## src/rtl/edge_pulse_gen.sv

```systemverilog
// edge_pulse_gen: for each accepted trigger, produces a registered pulse on
// oWire that is HIGH_CYC cycles high followed by at least LOW_CYC cycles low.
// Because each pulse is followed by a guaranteed low gap, a two-flop rising
// edge detector on the same clock sees every generated pulse.
//
// Build option: define EDGE_PULSE_GEN_QUEUE_EN to enable a pending-trigger
// counter. A trigger that arrives while a pulse is in progress is then queued
// and replayed back-to-back. Without the macro such a trigger is dropped and
// oOverflow is set. The one exception is the final LOW cycle, where a
// concurrent trigger starts the next pulse directly.
module edge_pulse_gen #(
    parameter int HIGH_CYC = 4,
    parameter int LOW_CYC  = 4,
    parameter int CNT_W    = 8,
    parameter int PEND_W   = 2
) (
    input  logic              clk,
    input  logic              rst_n,
    input  logic              iTrig,
    input  logic              iClr,
    output logic              oWire,
    output logic              oBusy,
    output logic [PEND_W-1:0] oPend,
    output logic              oOverflow
);

    // Counter load values: the counter counts down to zero, so a phase of N
    // cycles starts from N-1.
    localparam logic [CNT_W-1:0] HIGH_LOAD = CNT_W'(HIGH_CYC - 1);
    localparam logic [CNT_W-1:0] LOW_LOAD  = CNT_W'(LOW_CYC - 1);

    typedef enum logic [1:0] {
        ST_IDLE = 2'd0,
        ST_HIGH = 2'd1,
        ST_LOW  = 2'd2
    } state_t;

    state_t           state_q, state_d;
    logic [CNT_W-1:0] cnt_q, cnt_d;
    logic             wire_q;
    logic             busy_q;
    logic             ovf_q, ovf_d;
    logic             trig_taken;   // iTrig this cycle starts a pulse directly

`ifdef EDGE_PULSE_GEN_QUEUE_EN
    localparam logic [PEND_W-1:0] MAX_PEND = '1;
    logic [PEND_W-1:0] pend_q, pend_d;
    logic              pend_start;  // a queued trigger is consumed this cycle
`endif

    // Next-state logic for the phase FSM, the pending queue and the sticky
    // overflow flag.
    always_comb begin
        state_d    = state_q;
        cnt_d      = cnt_q;
        // A clear request drops the flag, but a new overflow in the same
        // cycle sets it again below, so the set takes priority.
        ovf_d      = ovf_q & ~iClr;
        trig_taken = 1'b0;
`ifdef EDGE_PULSE_GEN_QUEUE_EN
        pend_d     = pend_q;
        pend_start = 1'b0;
`endif

        case (state_q)
            ST_IDLE: begin
                if (iTrig) begin
                    state_d    = ST_HIGH;
                    cnt_d      = HIGH_LOAD;
                    trig_taken = 1'b1;
                end
            end
            ST_HIGH: begin
                if (cnt_q == '0) begin
                    state_d = ST_LOW;
                    cnt_d   = LOW_LOAD;
                end else begin
                    cnt_d = cnt_q - CNT_W'(1);
                end
            end
            ST_LOW: begin
                if (cnt_q == '0) begin
`ifdef EDGE_PULSE_GEN_QUEUE_EN
                    if (pend_q != '0) begin
                        state_d    = ST_HIGH;
                        cnt_d      = HIGH_LOAD;
                        pend_start = 1'b1;
                    end else
`endif
                    if (iTrig) begin
                        state_d    = ST_HIGH;
                        cnt_d      = HIGH_LOAD;
                        trig_taken = 1'b1;
                    end else begin
                        state_d = ST_IDLE;
                    end
                end else begin
                    cnt_d = cnt_q - CNT_W'(1);
                end
            end
            default: begin
                state_d = ST_IDLE;
                cnt_d   = '0;
            end
        endcase

        // A trigger not taken directly can only occur while busy.
`ifdef EDGE_PULSE_GEN_QUEUE_EN
        if (iTrig && !trig_taken) begin
            // When a queued trigger is consumed in the same cycle, the new one
            // takes its slot and the count stays unchanged.
            if (!pend_start) begin
                if (pend_q == MAX_PEND) begin
                    ovf_d = 1'b1;
                end else begin
                    pend_d = pend_q + PEND_W'(1);
                end
            end
        end else if (pend_start) begin
            pend_d = pend_q - PEND_W'(1);
        end
`else
        if (iTrig && !trig_taken) begin
            ovf_d = 1'b1;
        end
`endif
    end

    // State and output registers with synchronous active-low reset.
    always_ff @(posedge clk) begin
        if (!rst_n) begin
            state_q <= ST_IDLE;
            cnt_q   <= '0;
            wire_q  <= 1'b0;
            busy_q  <= 1'b0;
            ovf_q   <= 1'b0;
`ifdef EDGE_PULSE_GEN_QUEUE_EN
            pend_q  <= '0;
`endif
        end else begin
            state_q <= state_d;
            cnt_q   <= cnt_d;
            wire_q  <= (state_d == ST_HIGH);
            busy_q  <= (state_d != ST_IDLE);
            ovf_q   <= ovf_d;
`ifdef EDGE_PULSE_GEN_QUEUE_EN
            pend_q  <= pend_d;
`endif
        end
    end

    assign oWire     = wire_q;
    assign oBusy     = busy_q;
    assign oOverflow = ovf_q;
`ifdef EDGE_PULSE_GEN_QUEUE_EN
    assign oPend     = pend_q;
`else
    assign oPend     = '0;
`endif

endmodule
```

## config.mk

```make
export PLATFORM = sky130hd
export DESIGN_NAME = edge_pulse_gen
export DESIGN_NICKNAME = d
export VERILOG_FILES = /design/src/rtl/edge_pulse_gen.sv
export SDC_FILE = /design/constraint.sdc
export NUM_CORES = 1
export LEC_CHECK = 0
export ABC_AREA = 1
export CAP_MARGIN = 25
export CORE_MARGIN = 5
export CORE_UTILIZATION = 50
export DETAILED_ROUTE_END_ITERATION = 7
export DONT_BUFFER_PORTS = 1
export GPL_TIMING_DRIVEN = 1
export SLEW_MARGIN = 30
export SYNTH_ARGS = -nofsm -noshare
export SYNTH_HDL_FRONTEND = slang
export SYNTH_SLANG_ARGS = --single-unit
```

## constraint.sdc

```tcl
create_clock -name clk -period 2.1 [get_ports clk]
set_input_delay 0.42 -clock clk [delete_from_list [all_inputs] [get_ports clk]]
set_output_delay 0.42 -clock clk [all_outputs]
set_load 0.01 [all_outputs]
```

# Word level (Yosys, flattened, before mapping)
# Cells that the tools add are included.
[word_totals] input_bits=4 reg_bits=13 out_inout_bits=5 word_cells=29
[op_classes] addsub=1 muxes=13 eq_ne=3 n_reduce_logical=5 bitwise=2
[op_table] op="$mux W8" n=3
[op_table] op="$pmux W8 S3" n=1
[op_table] op="$logic_not A8 Y1" n=1
[op_table] op="$sub A8 B1 Y8 const B" n=1
[op_table] op="$mux W2" n=3
[op_table] op="$pmux W2 S3" n=1
[op_table] op="$eq A2 B1 Y1 const B" n=2
[op_table] op="$mux W1" n=4
[op_table] op="$eq A2 B2 Y1 const B" n=1
[op_table] op="$logic_not A2 Y1" n=1
[op_table] op="$pmux W1 S2" n=1
[op_table] op="$reduce_bool A2 Y1" n=1
[op_table] op="$and A1 B1 Y1" n=1
[op_table] op="$logic_and A1 B1 Y1" n=1
[op_table] op="$logic_not A1 Y1" n=1
[op_table] op="$not A1 Y1" n=1

# Depth between registers and ports, before layout
[depth] depth_word=6 depth_mapped=9 depth_no_buf=9

# Least setup slack after synthesis
# No wires, ideal clock.
[synth_timing] path_type="flip-flop to flip-flop" start="reg cnt_q[0]" end="reg busy_q, in the netlist oBusy" synth_period_minus_slack_ns=1.262 required_ns=1.981 n_path_buf=0 arrival_time_ns=1.142 setup_ns=0.119 path_slack_ns=0.838 path_stages_with_launch=10 path_cell_list="dfxtp_1 inv_1 ha_1 nand2_4 nor2_8 inv_6 nand2_4 nand2_2 nand2_2 o21ai_2"
[synth_between] elab_chain_len=4 word_cells_on_any_way=5 classes_between="mux (3); reduce/logical (2)"
[synth_rtl] item="start: declaration" line="39" source="logic [CNT_W-1:0] cnt_q, cnt_d;"
[synth_rtl] item="start signal: assignment" line="142" source="cnt_q <= cnt_d;"
[synth_rtl] item="$logic_not A8 Y1 *" line="74, 82"
[synth_rtl] item="$mux W2, on equally long branches" line="82, 74"
[synth_rtl] item="$pmux W2 S3 *" line="65" source="case (state_q)"
[synth_rtl] item="$reduce_bool A2 Y1 *" line="144" source="busy_q <= (state_d != ST_IDLE);"
[synth_rtl] item="end signal: assignment" line="144"
[synth_rtl] item="end: declaration" line="41" source="logic busy_q;"
# Mark *: on every way between the ends. The rest lies on a longest branch, timed or not.
# A chain may end at the register's enable or synchronous reset.

# Worst setup path in the final report
# Same ends and word-level chain as after synthesis.

==> results by group <==
Power and ir drop
  • Leakage power: between 0.0003 and 0.0004 uW
  • IR drop worst, VDD: between 0.7 and 0.8 mV
  • Pwr dens: between 1500 and 2000 nW/um2

STA
  • RSZ-0062 raised after global routing: false
  • Post-route setup TNS: 0 ns
  • Clock Skew: 0.0107 ns
  • Hold_ws: roughly 0.28 ns
  • Tmin final: 1.41 ns
  • Worst setup margin: approximately 0.69 ns
  • Final setup vio count: 0
  • Pins Over Slew Limit: 0
  • Achievable Freq: between 700 and 800 MHz
  • Hold Fails Final Rpt: 0
  • Period utilisation layout: 0.669

Cells and area
  • Final design utilization: 0.553
  • Filler cells: approximately 160
  • Area growth syn-to-layout: 4.34%
  • FF+latch area: around 260 um2
  • Area of the multi-input gates: roughly 460 um2
  • # diodes: 0
  • Layout cells sized above 1: 0.243
  • Nets: about 120

Logic synthesis
  • Synth area leaders: dfxtp_1 (32%), nand2_1 (9.3%), nand3_1 (6.8%), inv_1 (6.0%), nand2_4 (5.6%)
  • Yosys top cell area share: 0.322
  • Commonest cells in the netlist: nand2_1 (20), dfxtp_1 (13), inv_1 (13)
  • Number of synthesized flops with an enable pin: 0
  • Seq cells post-synth: 13
  • Post-synth top area cell: dfxtp_1
  • Distinct cell type count after synthesis: 25
  • Count leader, synth: nand2_1
  • Yosys Warn Count: 0
  • Post-synthesis sequential area ratio: 0.322
  • Top FF cell, synth: dfxtp_1
  • Netlist Area Pre-Place: a little over 800 um2
  • Asr flop ratio synth: 0
  • Syn avg cell area: about 7.2 um2
  • Post-Synthesis Cells: 112

Route
  • Vias: 685
  • Wirelength, routed: ~1600 um
  • Wire length per cell: 12.3 um
  • Antenna-violating nets left: 0
  • Via/cell ratio: about 5.2
  • TritonRoute pass-1 iters: 4
  • Residual DRC: 0
  • Drt initial violations: 12

Critical path
  • Crit start category: flop
  • Max stage delay on crit path: 0.33 ns
  • CP bufs+invs: 2
  • CP max stage cell: dfxtp_1
  • CP endpoint kind: flop
  • CP delay by family, top: simple AND/OR/NAND/NOR gates
  • Arr. time, crit path: 1.56 ns
  • Worst endpoint required time: around 2.3 ns
  • Crit-path cells: inv_1 > ha_1 > nand2_4 > nor2_8 > inv_6 > nand2_4 > nand2_2 > nand2_2 > o21ai_2
  • CP Max Fanout: 7
  • Setup CP Type: reg -> reg

GRT
  • All-Layer GR Usage: 0.140
  • Initial antenna violation count: 0
  • First-pass GRT wire length: 2700 um
  • Largest net degree at the start of global routing: 9
  • Vias in the first global route: roughly 600
  • Total grt overflow: 0

Clocking
  • CTS root buf: clkbuf_4
  • CTS resizes: 0
  • Sink Count: 13
  • Reg clk slew, reported paths: 0.09 ns
  • H-tree Lvls: 1
  • Bufs on Longest Clock Path: 2
  • CTS tree: yes
  • Worst-skew pair later-pin latency: around 0.28 ns
  • Num CTS Buffers: 3
  • Post-CTS setup buffer count: 0
  • Hold_buf cts: 0

Floorplan
  • Core ar.: approximately 1500 um2
  • Core Rows: 14
  • Initial core utilization: 0.530
  • Width of the die: between 50 and 60 um
  • Die H: around 50 um
  • Die ar.: ~2500 um2
  • I/O pin count: 9

Place
  • RD Place Congestion: approximately 0.84
  • Pre-CTS WS: around 0.73 ns
  • Detailed Place HPWL: between 1000 and 1500 um
  • IO Port Bufs: 0

Run
  • Max Cap Viol: 0

Status
  • Status: complete, no violations

Min path
  • Min-Delay Path Class: in -> reg
-- cell usage in the layout, fill, tap and decap left out --
| master | instances |
|---|---|
| a31oi_1 | 1 |
| nand2_2 | 5 |
| a21oi_1 | 8 |
| clkbuf_1 | 1 |
| nand2_4 | 4 |
| nand4_1 | 1 |
| o21ai_1 | 2 |
| nor2_1 | 10 |
| inv_2 | 4 |
| o21ai_0 | 1 |
| nand2_1 | 20 |
| inv_1 | 13 |
| a21oi_2 | 1 |
| dfxtp_1 | 13 |
| o21ai_2 | 3 |
| nor2_2 | 3 |
| nand3_2 | 1 |
| nor2_8 | 1 |
| clkbuf_4 | 3 |
| conb_1 | 2 |
| nand3_1 | 11 |
| o211ai_1 | 1 |
| inv_6 | 1 |
| ha_1 | 1 |
| nor2_4 | 2 |
| xor2_1 | 2 |
-- worst register-to-register path, cell delays in order (launching register included) --
cell and delay, ns:
dfxtp_1 0.33, inv_1 0.09, ha_1 0.26, nand2_4 0.10, nor2_8 0.18, inv_6 0.07, nand2_4 0.07, nand2_2 0.06
nand2_2 0.08, o21ai_2 0.05
-- stage by stage --
stage / instances / area, um2 / total power (uW)
final: 131 / 842 / 1350
after global routing: 131 / 842 / 1460
after CTS: 131 / 842 / 1350
after detailed placement: 127 / 816 / 1190
after global placement: 127 / 816 / 1200
after floorplan: 113 / 811 / 1060
-- cells by family (layout without fill, tap and decap cells) --
kind of cell | Yosys count | after routing | synth area share
AO/OA/AOI/OAI | 17 | 17 | 0.129
XOR/XNOR | 2 | 2 | 0.0217
adder cells (fa/ha/maj) | 1 | 1 | 0.0155
buffers and inverters | 20 | 22 | 0.109
flip-flops | 13 | 13 | 0.322
other | 1 | 2 | 0.00465
AND/OR/NAND/NOR | 58 | 58 | 0.398
-- power breakdown --
part	switching (uW)	internal, uW	total (uW)
Combinational	523	277	800
Clock	83.4	73.5	157
Sequential	76.0	318	394
Total	682	669	1350
-- area by class of cell --
cell class                 count  area share
clock buffer                   4      0.0312
inverter                      18      0.0862
multi-input combinational     80       0.550
sequential                    13       0.309
tap                           16      0.0238
-- flip-flops by register name (all words and copies together) (netlist names) --
signal     count
state_q        2
oWire          1
oOverflow      1
cnt_q          8
oBusy          1
-- final timing paths --
check               endpoint  slack (ns)      start  cells after the start
hold reg to reg    oOverflow        0.52  oOverflow                      2
hold / removal    state_q[0]        0.28      rst_n                      2
setup / recovery       oBusy        0.69   cnt_q[0]                      9
setup reg to reg       oBusy        0.69   cnt_q[0]                      9
-- metal layers --
metal / up-vias / GRT usage / wire length [um]
li1: 360 / - / -
met1: 311 / 0.184 / 777
met2: 12 / 0.201 / 749
met3: 2 / 0.0414 / 72
met4: 0 / 0.0786 / 14
met5: - / 0 / 0
Power figures use the tool's default switching activity.
